$ cat config.mk
export PLATFORM = sky130hd
export DESIGN_NAME = ika9958_vram_sched
export DESIGN_NICKNAME = d
export VERILOG_FILES = /design/src/rtl/ika9958_vram_sched_pkg.sv /design/src/rtl/ika9958_vram_sched_arb.sv /design/src/rtl/ika9958_vram_sched.sv
export SDC_FILE = /design/constraint.sdc
export NUM_CORES = 1
export LEC_CHECK = 0
export ABC_AREA = 1
export CAP_MARGIN = 20
export CORE_UTILIZATION = 38
export DETAILED_ROUTE_END_ITERATION = 7
export PLACE_DENSITY = 0.77
export SETUP_SLACK_MARGIN = 0.5
export SKIP_LAST_GASP = 1
export SYNTH_ARGS = -nofsm -noshare
export SYNTH_HDL_FRONTEND = slang
export SYNTH_SLANG_ARGS = --single-unit
$ cat constraint.sdc
create_clock -name i_XTAL1 -period 1.36 [get_ports i_XTAL1]
set_input_delay 0.136 -clock i_XTAL1 [delete_from_list [all_inputs] [get_ports i_XTAL1]]
set_output_delay 0.136 -clock i_XTAL1 [all_outputs]
set_load 0.01 [all_outputs]
$ cat src/rtl/ika9958_vram_sched_pkg.sv
// Shared types and widths for the IKA9958 VRAM slot scheduler.
package ika9958_pkg_sched;

  localparam int VRAM_AW = 17;
  localparam int VRAM_DW = 8;

  typedef enum logic [1:0] {
    OWN_NONE = 2'd0,
    OWN_DISP = 2'd1,
    OWN_CPU  = 2'd2,
    OWN_CMD  = 2'd3
  } owner_e;

  typedef enum logic {
    ST_IDLE   = 1'b0,
    ST_ACCESS = 1'b1
  } state_e;

endpackage

$ cat src/rtl/ika9958_vram_sched_arb.sv
// Slot-owner priority and next command-engine starvation count, evaluated
// for the slot that is starting this cycle.
module ika9958_sched_arb
  import ika9958_pkg_sched::*;
#(
  parameter int STARVE_MAX = 3
) (
  input  logic       slot_free,
  input  logic       cpu_req,
  input  logic       cmd_req,
  input  logic [2:0] starve_q,
  output logic [1:0] owner,
  output logic [2:0] starve_nxt
);

  logic cmd_forced;

  // The CPU keeps priority until the command engine has lost STARVE_MAX free slots in a row.
  assign cmd_forced = cmd_req && (starve_q == 3'(STARVE_MAX));

  always_comb begin
    owner      = OWN_NONE;
    starve_nxt = starve_q;
    if (!slot_free) begin
      owner = OWN_DISP;
    end else if (cpu_req && !cmd_forced) begin
      owner = OWN_CPU;
      if (cmd_req) begin
        starve_nxt = starve_q + 3'd1;
      end else begin
        starve_nxt = 3'd0;
      end
    end else if (cmd_req) begin
      owner      = OWN_CMD;
      starve_nxt = 3'd0;
    end else begin
      starve_nxt = 3'd0;
    end
  end

endmodule

$ cat src/rtl/ika9958_vram_sched.sv
// IKA9958 VRAM slot scheduler: picks an owner at each slot start and runs a
// fixed-length access on the single VRAM port.
//
// state  | meaning
// IDLE   | waiting for an enabled slot start; o_OWNER reads 0
// ACCESS | slot in progress; counter runs 0..SLOT_LEN-1, then back to IDLE
module ika9958_vram_sched
  import ika9958_pkg_sched::*;
#(
  parameter int SLOT_LEN   = 8,
  parameter int RD_LAT     = 4,
  parameter int STARVE_MAX = 3
) (
  input  logic        i_XTAL1,
  input  logic        i_RST_n,
  input  logic        i_XTAL_NCEN,
  input  logic        i_SLOT_START,
  input  logic        i_SLOT_FREE,
  input  logic [16:0] i_DISP_ADDR,
  output logic        o_DISP_ACK,
  output logic [7:0]  o_DISP_RDATA,
  input  logic        i_CPU_REQ,
  input  logic        i_CPU_WE,
  input  logic [16:0] i_CPU_ADDR,
  input  logic [7:0]  i_CPU_WDATA,
  output logic        o_CPU_ACK,
  output logic [7:0]  o_CPU_RDATA,
  input  logic        i_CMD_REQ,
  input  logic        i_CMD_WE,
  input  logic [16:0] i_CMD_ADDR,
  input  logic [7:0]  i_CMD_WDATA,
  output logic        o_CMD_ACK,
  output logic [7:0]  o_CMD_RDATA,
  output logic        o_MEM_EN,
  output logic        o_MEM_WE,
  output logic [16:0] o_MEM_ADDR,
  output logic [7:0]  o_MEM_WDATA,
  input  logic [7:0]  i_MEM_RDATA,
  output logic [1:0]  o_OWNER,
  output logic        o_OVERRUN
);

  state_e             state_q, state_d;
  logic [3:0]         cnt_q, cnt_d;
  owner_e             owner_q, owner_d;
  logic               we_q, we_d;
  logic [VRAM_AW-1:0] addr_q, addr_d;
  logic [VRAM_DW-1:0] wdata_q, wdata_d;
  logic               mem_en_q, mem_en_d;
  logic               disp_ack_q, disp_ack_d;
  logic               cpu_ack_q, cpu_ack_d;
  logic               cmd_ack_q, cmd_ack_d;
  logic [VRAM_DW-1:0] disp_rdata_q, disp_rdata_d;
  logic [VRAM_DW-1:0] cpu_rdata_q, cpu_rdata_d;
  logic [VRAM_DW-1:0] cmd_rdata_q, cmd_rdata_d;
  logic               overrun_q, overrun_d;
  logic [2:0]         starve_q, starve_d;

  logic [1:0]         arb_owner;
  logic [2:0]         arb_starve;

  ika9958_sched_arb #(
    .STARVE_MAX(STARVE_MAX)
  ) u_arb (
    .slot_free (i_SLOT_FREE),
    .cpu_req   (i_CPU_REQ),
    .cmd_req   (i_CMD_REQ),
    .starve_q  (starve_q),
    .owner     (arb_owner),
    .starve_nxt(arb_starve)
  );

  always_comb begin
    state_d      = state_q;
    cnt_d        = cnt_q;
    owner_d      = owner_q;
    we_d         = we_q;
    addr_d       = addr_q;
    wdata_d      = wdata_q;
    mem_en_d     = 1'b0;
    disp_ack_d   = 1'b0;
    cpu_ack_d    = 1'b0;
    cmd_ack_d    = 1'b0;
    disp_rdata_d = disp_rdata_q;
    cpu_rdata_d  = cpu_rdata_q;
    cmd_rdata_d  = cmd_rdata_q;
    overrun_d    = 1'b0;
    starve_d     = starve_q;

    case (state_q)
      ST_IDLE: begin
        if (i_SLOT_START) begin
          state_d  = ST_ACCESS;
          cnt_d    = 4'd0;
          owner_d  = owner_e'(arb_owner);
          starve_d = arb_starve;
          mem_en_d = (owner_e'(arb_owner) != OWN_NONE);
          case (owner_e'(arb_owner))
            OWN_DISP: begin
              we_d    = 1'b0;
              addr_d  = i_DISP_ADDR;
              wdata_d = '0;
            end
            OWN_CPU: begin
              we_d    = i_CPU_WE;
              addr_d  = i_CPU_ADDR;
              wdata_d = i_CPU_WDATA;
            end
            OWN_CMD: begin
              we_d    = i_CMD_WE;
              addr_d  = i_CMD_ADDR;
              wdata_d = i_CMD_WDATA;
            end
            default: begin
              we_d    = 1'b0;
              addr_d  = '0;
              wdata_d = '0;
            end
          endcase
        end
      end

      ST_ACCESS: begin
        overrun_d = i_SLOT_START;
        // Data is sampled on the edge closing count RD_LAT-1; ack shows in the following cycle.
        if (cnt_q == 4'(RD_LAT - 1)) begin
          case (owner_q)
            OWN_DISP: begin
              disp_ack_d   = 1'b1;
              disp_rdata_d = i_MEM_RDATA;
            end
            OWN_CPU: begin
              cpu_ack_d = 1'b1;
              if (!we_q) cpu_rdata_d = i_MEM_RDATA;
            end
            OWN_CMD: begin
              cmd_ack_d = 1'b1;
              if (!we_q) cmd_rdata_d = i_MEM_RDATA;
            end
            default: ;
          endcase
        end
        if (cnt_q == 4'(SLOT_LEN - 1)) begin
          state_d = ST_IDLE;
          cnt_d   = 4'd0;
          owner_d = OWN_NONE;
        end else begin
          cnt_d = cnt_q + 4'd1;
        end
      end

      default: begin
        state_d = ST_IDLE;
        cnt_d   = 4'd0;
        owner_d = OWN_NONE;
      end
    endcase
  end

  always_ff @(posedge i_XTAL1) begin
    if (!i_RST_n) begin
      state_q      <= ST_IDLE;
      cnt_q        <= 4'd0;
      owner_q      <= OWN_NONE;
      we_q         <= 1'b0;
      addr_q       <= '0;
      wdata_q      <= '0;
      mem_en_q     <= 1'b0;
      disp_ack_q   <= 1'b0;
      cpu_ack_q    <= 1'b0;
      cmd_ack_q    <= 1'b0;
      disp_rdata_q <= '0;
      cpu_rdata_q  <= '0;
      cmd_rdata_q  <= '0;
      overrun_q    <= 1'b0;
      starve_q     <= 3'd0;
    end else if (!i_XTAL_NCEN) begin
      state_q      <= state_d;
      cnt_q        <= cnt_d;
      owner_q      <= owner_d;
      we_q         <= we_d;
      addr_q       <= addr_d;
      wdata_q      <= wdata_d;
      mem_en_q     <= mem_en_d;
      disp_ack_q   <= disp_ack_d;
      cpu_ack_q    <= cpu_ack_d;
      cmd_ack_q    <= cmd_ack_d;
      disp_rdata_q <= disp_rdata_d;
      cpu_rdata_q  <= cpu_rdata_d;
      cmd_rdata_q  <= cmd_rdata_d;
      overrun_q    <= overrun_d;
      starve_q     <= starve_d;
    end
  end

  assign o_OWNER      = owner_q;
  assign o_MEM_EN     = mem_en_q;
  assign o_MEM_WE     = we_q;
  assign o_MEM_ADDR   = addr_q;
  assign o_MEM_WDATA  = wdata_q;
  assign o_DISP_ACK   = disp_ack_q;
  assign o_DISP_RDATA = disp_rdata_q;
  assign o_CPU_ACK    = cpu_ack_q;
  assign o_CPU_RDATA  = cpu_rdata_q;
  assign o_CMD_ACK    = cmd_ack_q;
  assign o_CMD_RDATA  = cmd_rdata_q;
  assign o_OVERRUN    = overrun_q;

endmodule

==> results.toml, run 1 <==
[detailed_routing]
drc_errors = 0
first_pass_iters = 5
drt_wl_total_mm = 13.4
drtIter0Drc = 232
final_antenna_net_count = 0
wire_per_inst_um = 17.4
vias_per_cell = 5.43
via_count = 4156

[sta]
post-route-period-util = 1.16
fin_setup_tns_ns = -4.74
worst_slack_ns = -0.218
tightest_slew_ns = 0.366
max_freq_ghz = 0.634
finalHoldViolCount = 0
finClkSkew_ns = 0.00732
slew_headroom = 0.756
rsz0062_at_grt = "yes"
slew_viol_final = 0
min_period_ns = 1.58
setup-violations-final = 57

[global_route]
grt_max_degree = 33
grt_first_pass_wirelength_mm = 18.8
grtUsageTotal = 0.278
grt_pass1_vias = 3896
overflow = 0
antenna_found_initial = 0

[placed_design]
io_buffers = 140
routabilityCongestion = 0.829
dp_hpwl_mm = 7.59

[final_layout]
finalNetCount = 746
synthToLayoutAreaGrowth_pct = 92.0
drive_gt1_frac = 0.443
n_fill_cell = 472
utilization = 0.772
seqCellArea_um2 = 1400
multi_input_area_um2 = 2000
antenna_cells = 0

[power]
ir_worst_vdd_mv = 0.779
seqPwrFrac = 0.425
power.share.clock = 0.363
combPwrFrac = 0.212
p_leak_nw = 2.50
power_density_nw_per_um2 = 769
p_int_mw = 3.37
p_switching_mw = 1.31
swShare = 0.280

[logic_synthesis]
synth_cells = 459
syn_avg_cell_area_um2 = 6.90
ys_seq_area_frac = 0.411
async_flop_share = 0
yosysWarnings = 0
synthesis.nets = 546
ys_seq_elements = 65
synth_area_um2 = 3170
synth_edf_count = 0
synth_flop_cell = "dfxtp_1"
synth_top_cell_by_area = "dfxtp_1"
synth_area_leaders = "dfxtp_1 41%, nand2_1 19%, nand4_1 10%"
synth_cell_types = 27
synth_top_area_share = 0.411

[cts]
clk_pin_slew_ns = 0.07
cts.htree.levels = 3
cts-root-buf = "clkbuf_8"
cts_tree = "yes"
cts.path.max_buffers = 2
cts_buffers = 9
clock-sinks = 65
clock_latency_ns = 0.35
cts_hold_buffers = 0

[outcome]
status = "finished, violations left"
failed_checks = "setup timing"

[setup_path]
endpoint_kind = "flip-flop"
worstPathMaxFanout = 8
arrival_ns = 1.85
startpoint_type = "flip-flop"
path_class = "flip-flop to flip-flop"
critPathRequiredTime_ns = 1.63

[floorplan]
rows = 32
core_area_um2 = 7890
die-area_um2 = 8710
die_x_um = 93.3
fp.dieH_um = 93.3
ios = 141
start_util = 0.402

[hold_path]
hp-class = "primary input to flip-flop"

[job]
maxCapViolCount = 0
-- flip-flops by register name, indices dropped and copies added, names as in the netlist, 2 cells and up --
name / count
o_DISP_RDATA: 8
o_MEM_WDATA: 8
o_CPU_RDATA: 8
o_CMD_RDATA: 8
o_OWNER: 2
cnt_q: 4
o_MEM_ADDR: 17
starve_q: 3
-- metrics by stage --
step / hold slack [ns] / setup WS, ns / cells / cell area, um2 / power [mW]
floorplan: 0.267 / -0.0363 / 459 / 3340 / 2.37
global placement: 0.452 / -0.104 / 712 / 5080 / 2.85
detailed placement: 0.457 / -0.163 / 712 / 5080 / 2.86
CTS: 0.370 / -0.0373 / 748 / 5770 / 4.60
global route: 0.408 / -0.302 / 766 / 6090 / 4.87
finish: 0.406 / -0.218 / 766 / 6090 / 4.68
-- cells by family after synthesis --
family / after synthesis / synth area share
compound gates: 74 / 0.118
fa+ha+maj: 3 / 0.0118
buf+inv: 60 / 0.0880
flops: 65 / 0.411
simple gates: 257 / 0.371
-- power by group through the flow --
| stage | logic, mW | registers (mW) | clock network, mW |
|---|---|---|---|
| after global placement | 0.815 | 2.03 | 0 |
| after detailed placement | 0.826 | 2.03 | 0 |
| after global routing | 1.06 | 1.99 | 1.81 |
| after CTS | 0.898 | 1.99 | 1.70 |
| after floorplan | 0.329 | 2.04 | 0 |
| final | 0.995 | 1.99 | 1.70 |
-- placed cells by master, fill, tap and decap left out, types with 10 or more instances in the layout --
| cell | Yosys | layout |
|---|---|---|
| nor2_1 | 19 | 18 |
| buf_4 | 4 | 52 |
| a21oi_1 | 58 | 32 |
| nand3_2 | 0 | 10 |
| clkbuf_8 | 1 | 10 |
| nand2_2 | 2 | 11 |
| a21oi_2 | 0 | 25 |
| nand4_1 | 52 | 52 |
| buf_6 | 2 | 70 |
| inv_1 | 25 | 23 |
| clkdlybuf4s50_1 | 0 | 82 |
| dfxtp_2 | 0 | 53 |
| nand2_1 | 157 | 139 |
-- worst paths after layout --
kind / endpoint / depth (start not counted) / slack, ns / start
hold reg to reg: o_MEM_ADDR[4]$_SDFFE_PN0P_ / 2 / 0.48 / o_MEM_ADDR[4]$_SDFFE_PN0P_
hold / removal: o_DISP_ACK$_SDFFE_PN0N_ / 4 / 0.41 / i_XTAL_NCEN
setup / recovery: o_MEM_ADDR[0]$_SDFFE_PN0P_ / 10 / -0.22 / starve_q[0]$_SDFFE_PN0P_
setup reg to reg: o_MEM_ADDR[0]$_SDFFE_PN0P_ / 10 / -0.22 / starve_q[0]$_SDFFE_PN0P_
-- final cells by class --
class                           instances  share of cell area
Tap cell                              102              0.0210
Clock buffer                           10              0.0226
Inverter                               29              0.0208
Timing Repair Buffer                  218               0.366
Sequential cell                        65               0.230
Clock inverter                          6              0.0109
Multi-Input combinational cell        336               0.329
-- Yosys cell counts (4+ instances only) --
cell type	n
dfxtp_1	65
nand4_1	52
nor2_2	4
buf_2	10
inv_1	25
a21oi_1	58
clkbuf_1	12
o21ai_0	13
buf_4	4
nand3_1	16
nand2_1	157
nor2_1	19
-- worst max-delay path, cell delays in order, from the launching register on --
cell     delay [ns]
dfxtp_2        0.34
ha_4           0.16
ha_4           0.18
nand2_8        0.09
buf_16         0.13
nand4_1        0.10
nand2_1        0.12
inv_1          0.06
nand2_1        0.07
nand2_1        0.08
a21oi_1        0.16
-- metal layers --
metal,up-vias,global-route usage,routed length (um)
li1,1944,-,-
met1,1951,0.309,5240
met2,205,0.499,6750
met3,56,0.0789,855
met4,0,0.106,516
met5,-,0,0
-- what timing repair did --
item / CTS / global route
resized for setup: 386 / 48
pin swaps: 28 / 22
setup endpoints to repair: 121 / 122
setup buffers: 15 / 18
gates cloned: 5 / 0
Note: power is estimated with default switching activity, not from simulation.
==> inputs of run 2 (changes only) <==
CORE_UTILIZATION = 35   (was 38)
PLACE_DENSITY = 0.72   (was 0.77)
clock period = 1.4 ns   (was 1.36 ns; I/O delays follow)
==> results.toml, run 2 (synthesized netlist as in run 1, its figures left out) <==
[cts]
cts-root-buf = "clkbuf_8"
cts_hold_buffers = 0
cts.path.max_buffers = 2
clock_latency_ns = 0.34
clock-sinks = 65
cts_buffers = 9
cts.htree.levels = 3
clk_pin_slew_ns = 0.08
cts_tree = "yes"

[floorplan]
core_area_um2 = 8760
ios = 141
fp.dieH_um = 97.2
die_x_um = 97.2
die-area_um2 = 9440
start_util = 0.362
rows = 34

[setup_path]
rr_startpoint = "cnt_q[1]$_SDFFE_PN0P_"
r2r_end = "o_CPU_RDATA[6]$_SDFFE_PN0P_"
reg2reg_setup_slack_ns = -0.14
critical_path.top_delay_family = "simple AND/OR/NAND/NOR gates"
cpPeakStageDelay_ns = 0.36
arrival_ns = 1.79
path_cells = "ha_4 -> nand2_4 -> nor3_4 -> buf_6 -> buf_12 -> nand4_1 -> a21oi_1"
critPathRequiredTime_ns = 1.64
critPathSlowestCell = "dfxtp_4"
worstPathMaxFanout = 8
ff2ff_path_depth = 7
path_class = "flip-flop to flip-flop"
startpoint_type = "flip-flop"
endpoint_kind = "flip-flop"
cp.buffers_inverters = 2
startpoint = "cnt_q[1]$_SDFFE_PN0P_"

[detailed_routing]
via_count = 4059
wire_per_inst_um = 16.1
drtIter0Drc = 191
drt_wl_total_mm = 12.4
vias_per_cell = 5.26
final_antenna_net_count = 0
first_pass_iters = 4
drc_errors = 0

[final_layout]
drive_gt1_frac = 0.449
final_common_cell = "nand2_1"
final_cell_area_um2 = 6130
stdcell_count = 771
finalNetCount = 745
largest_register_ffs = 17
synthToLayoutAreaGrowth_pct = 93.5
final_cell_mix = "142 x nand2_1, 82 x clkdlybuf4s50_1, 66 x buf_6"
antenna_cells = 0

[sta]
slew_viol_final = 0
setup-violations-final = 34
finalHoldViolCount = 0
finClkSkew_ns = 0.00973
rsz0062_at_grt = "yes"
tightest_slew_ns = 0.306
worst_slack_ns = -0.144
slew_headroom = 0.795
post-route-period-util = 1.10
timing.hold.ws_ns = 0.309
min_period_ns = 1.54
max_freq_ghz = 0.648

[hold_path]
hp-start = "i_XTAL_NCEN"
hold_end = "o_DISP_ACK$_SDFFE_PN0N_"
hp-class = "primary input to flip-flop"
min_delay_path_depth = 3

[job]
maxCapViolCount = 0

[global_route]
grtUsageTotal = 0.223
grt_max_degree = 33
antenna_found_initial = 0
grt_pass1_vias = 3821
overflow = 0
grt_first_pass_wirelength_mm = 17.3

[placed_design]
dp_hpwl_mm = 7.49
routabilityCongestion = 0.809
io_buffers = 140
place_ws_ns = -0.147
dpl_cell_area_um2 = 5010
place_inst = 712

[outcome]
status = "finished, violations left"
failed_checks = "setup timing"

[power]
p_leak_nw = 2.55
power_mw = 4.52
power_density_nw_per_um2 = 737
ir_worst_vdd_mv = 0.547
==> run 2: changes by cell type in the layout (fill, tap and decap cells not counted), moves of 3 or more <==
cell,delta
clkbuf_16,+5
a21oi_2,+4
nand2_1,+3
a21oi_1,-3
buf_6,-4
dfxtp_4,-4
o21ai_2,+7
o21ai_1,-7
==> run 2: worst max-delay path by stage <==
stage / end / slack [ns] / cells after the start
global route: o_CPU_RDATA[6]$_SDFFE_PN0P_ / -0.21 / 7
global placement: o_MEM_ADDR[16]$_SDFFE_PN0P_ / -0.11 / 6
finish: o_CPU_RDATA[6]$_SDFFE_PN0P_ / -0.14 / 7
detailed placement: o_MEM_WDATA[0]$_SDFFE_PN0P_ / -0.15 / 6
CTS: o_MEM_WDATA[0]$_SDFFE_PN0P_ / 0.003 / 9
floorplan: o_MEM_WDATA[0]$_SDFFE_PN0P_ / 0.004 / 10
==> run 2: metal layers <==
layer,GRT usage,vias up,routed length (um)
met5,0,-,0
met4,0.0735,0,248
met3,0.0604,26,767
met2,0.400,150,6530
met1,0.253,1929,4830
li1,-,1954,-
==> run 2: area by class of cell <==
cell class                      count  area, um2
Multi-Input combinational cell    336       2000
Clock inverter                      6       66.3
Tap cell                          108        135
Timing Repair Buffer              217       2270
Fill cell                         627       2630
Clock buffer                       10        138
Sequential cell                    65       1390
Inverter                           29        141
==> run 2: worst reg2reg max path: cells and delay by family, from the launching register on <==
family / cells / cell delay (ns)
buffers and inverters: 2 / 0.29
adder cells (fa/ha/maj): 1 / 0.15
flip-flops: 1 / 0.36
AO/OA/AOI/OAI: 1 / 0.26
AND/OR/NAND/NOR: 3 / 0.38
==> run 2: power breakdown <==
group / internal [mW] / leakage [nW] / total (mW) / switching, mW
Clock: 0.875 / 0.103 / 1.63 / 0.759
Sequential: 1.89 / 0.557 / 1.94 / 0.0451
Combinational: 0.511 / 1.89 / 0.945 / 0.434
Total: 3.28 / 2.55 / 4.52 / 1.24
==> run 2: through the flow <==
stage                     setup TNS [ns]  utilization
final                              -1.25        0.700
after global routing               -5.02        0.700
after CTS                              0        0.632
after detailed placement           -5.50        0.571
after global placement             -3.65        0.571
after floorplan                        0            -
==> run 2: timing repair <==
action	CTS	global route
resized for setup	358	82
endpoints found under the setup margin	121	121
pin swaps	8	46
gates cloned	2	8
setup buffers	12	21
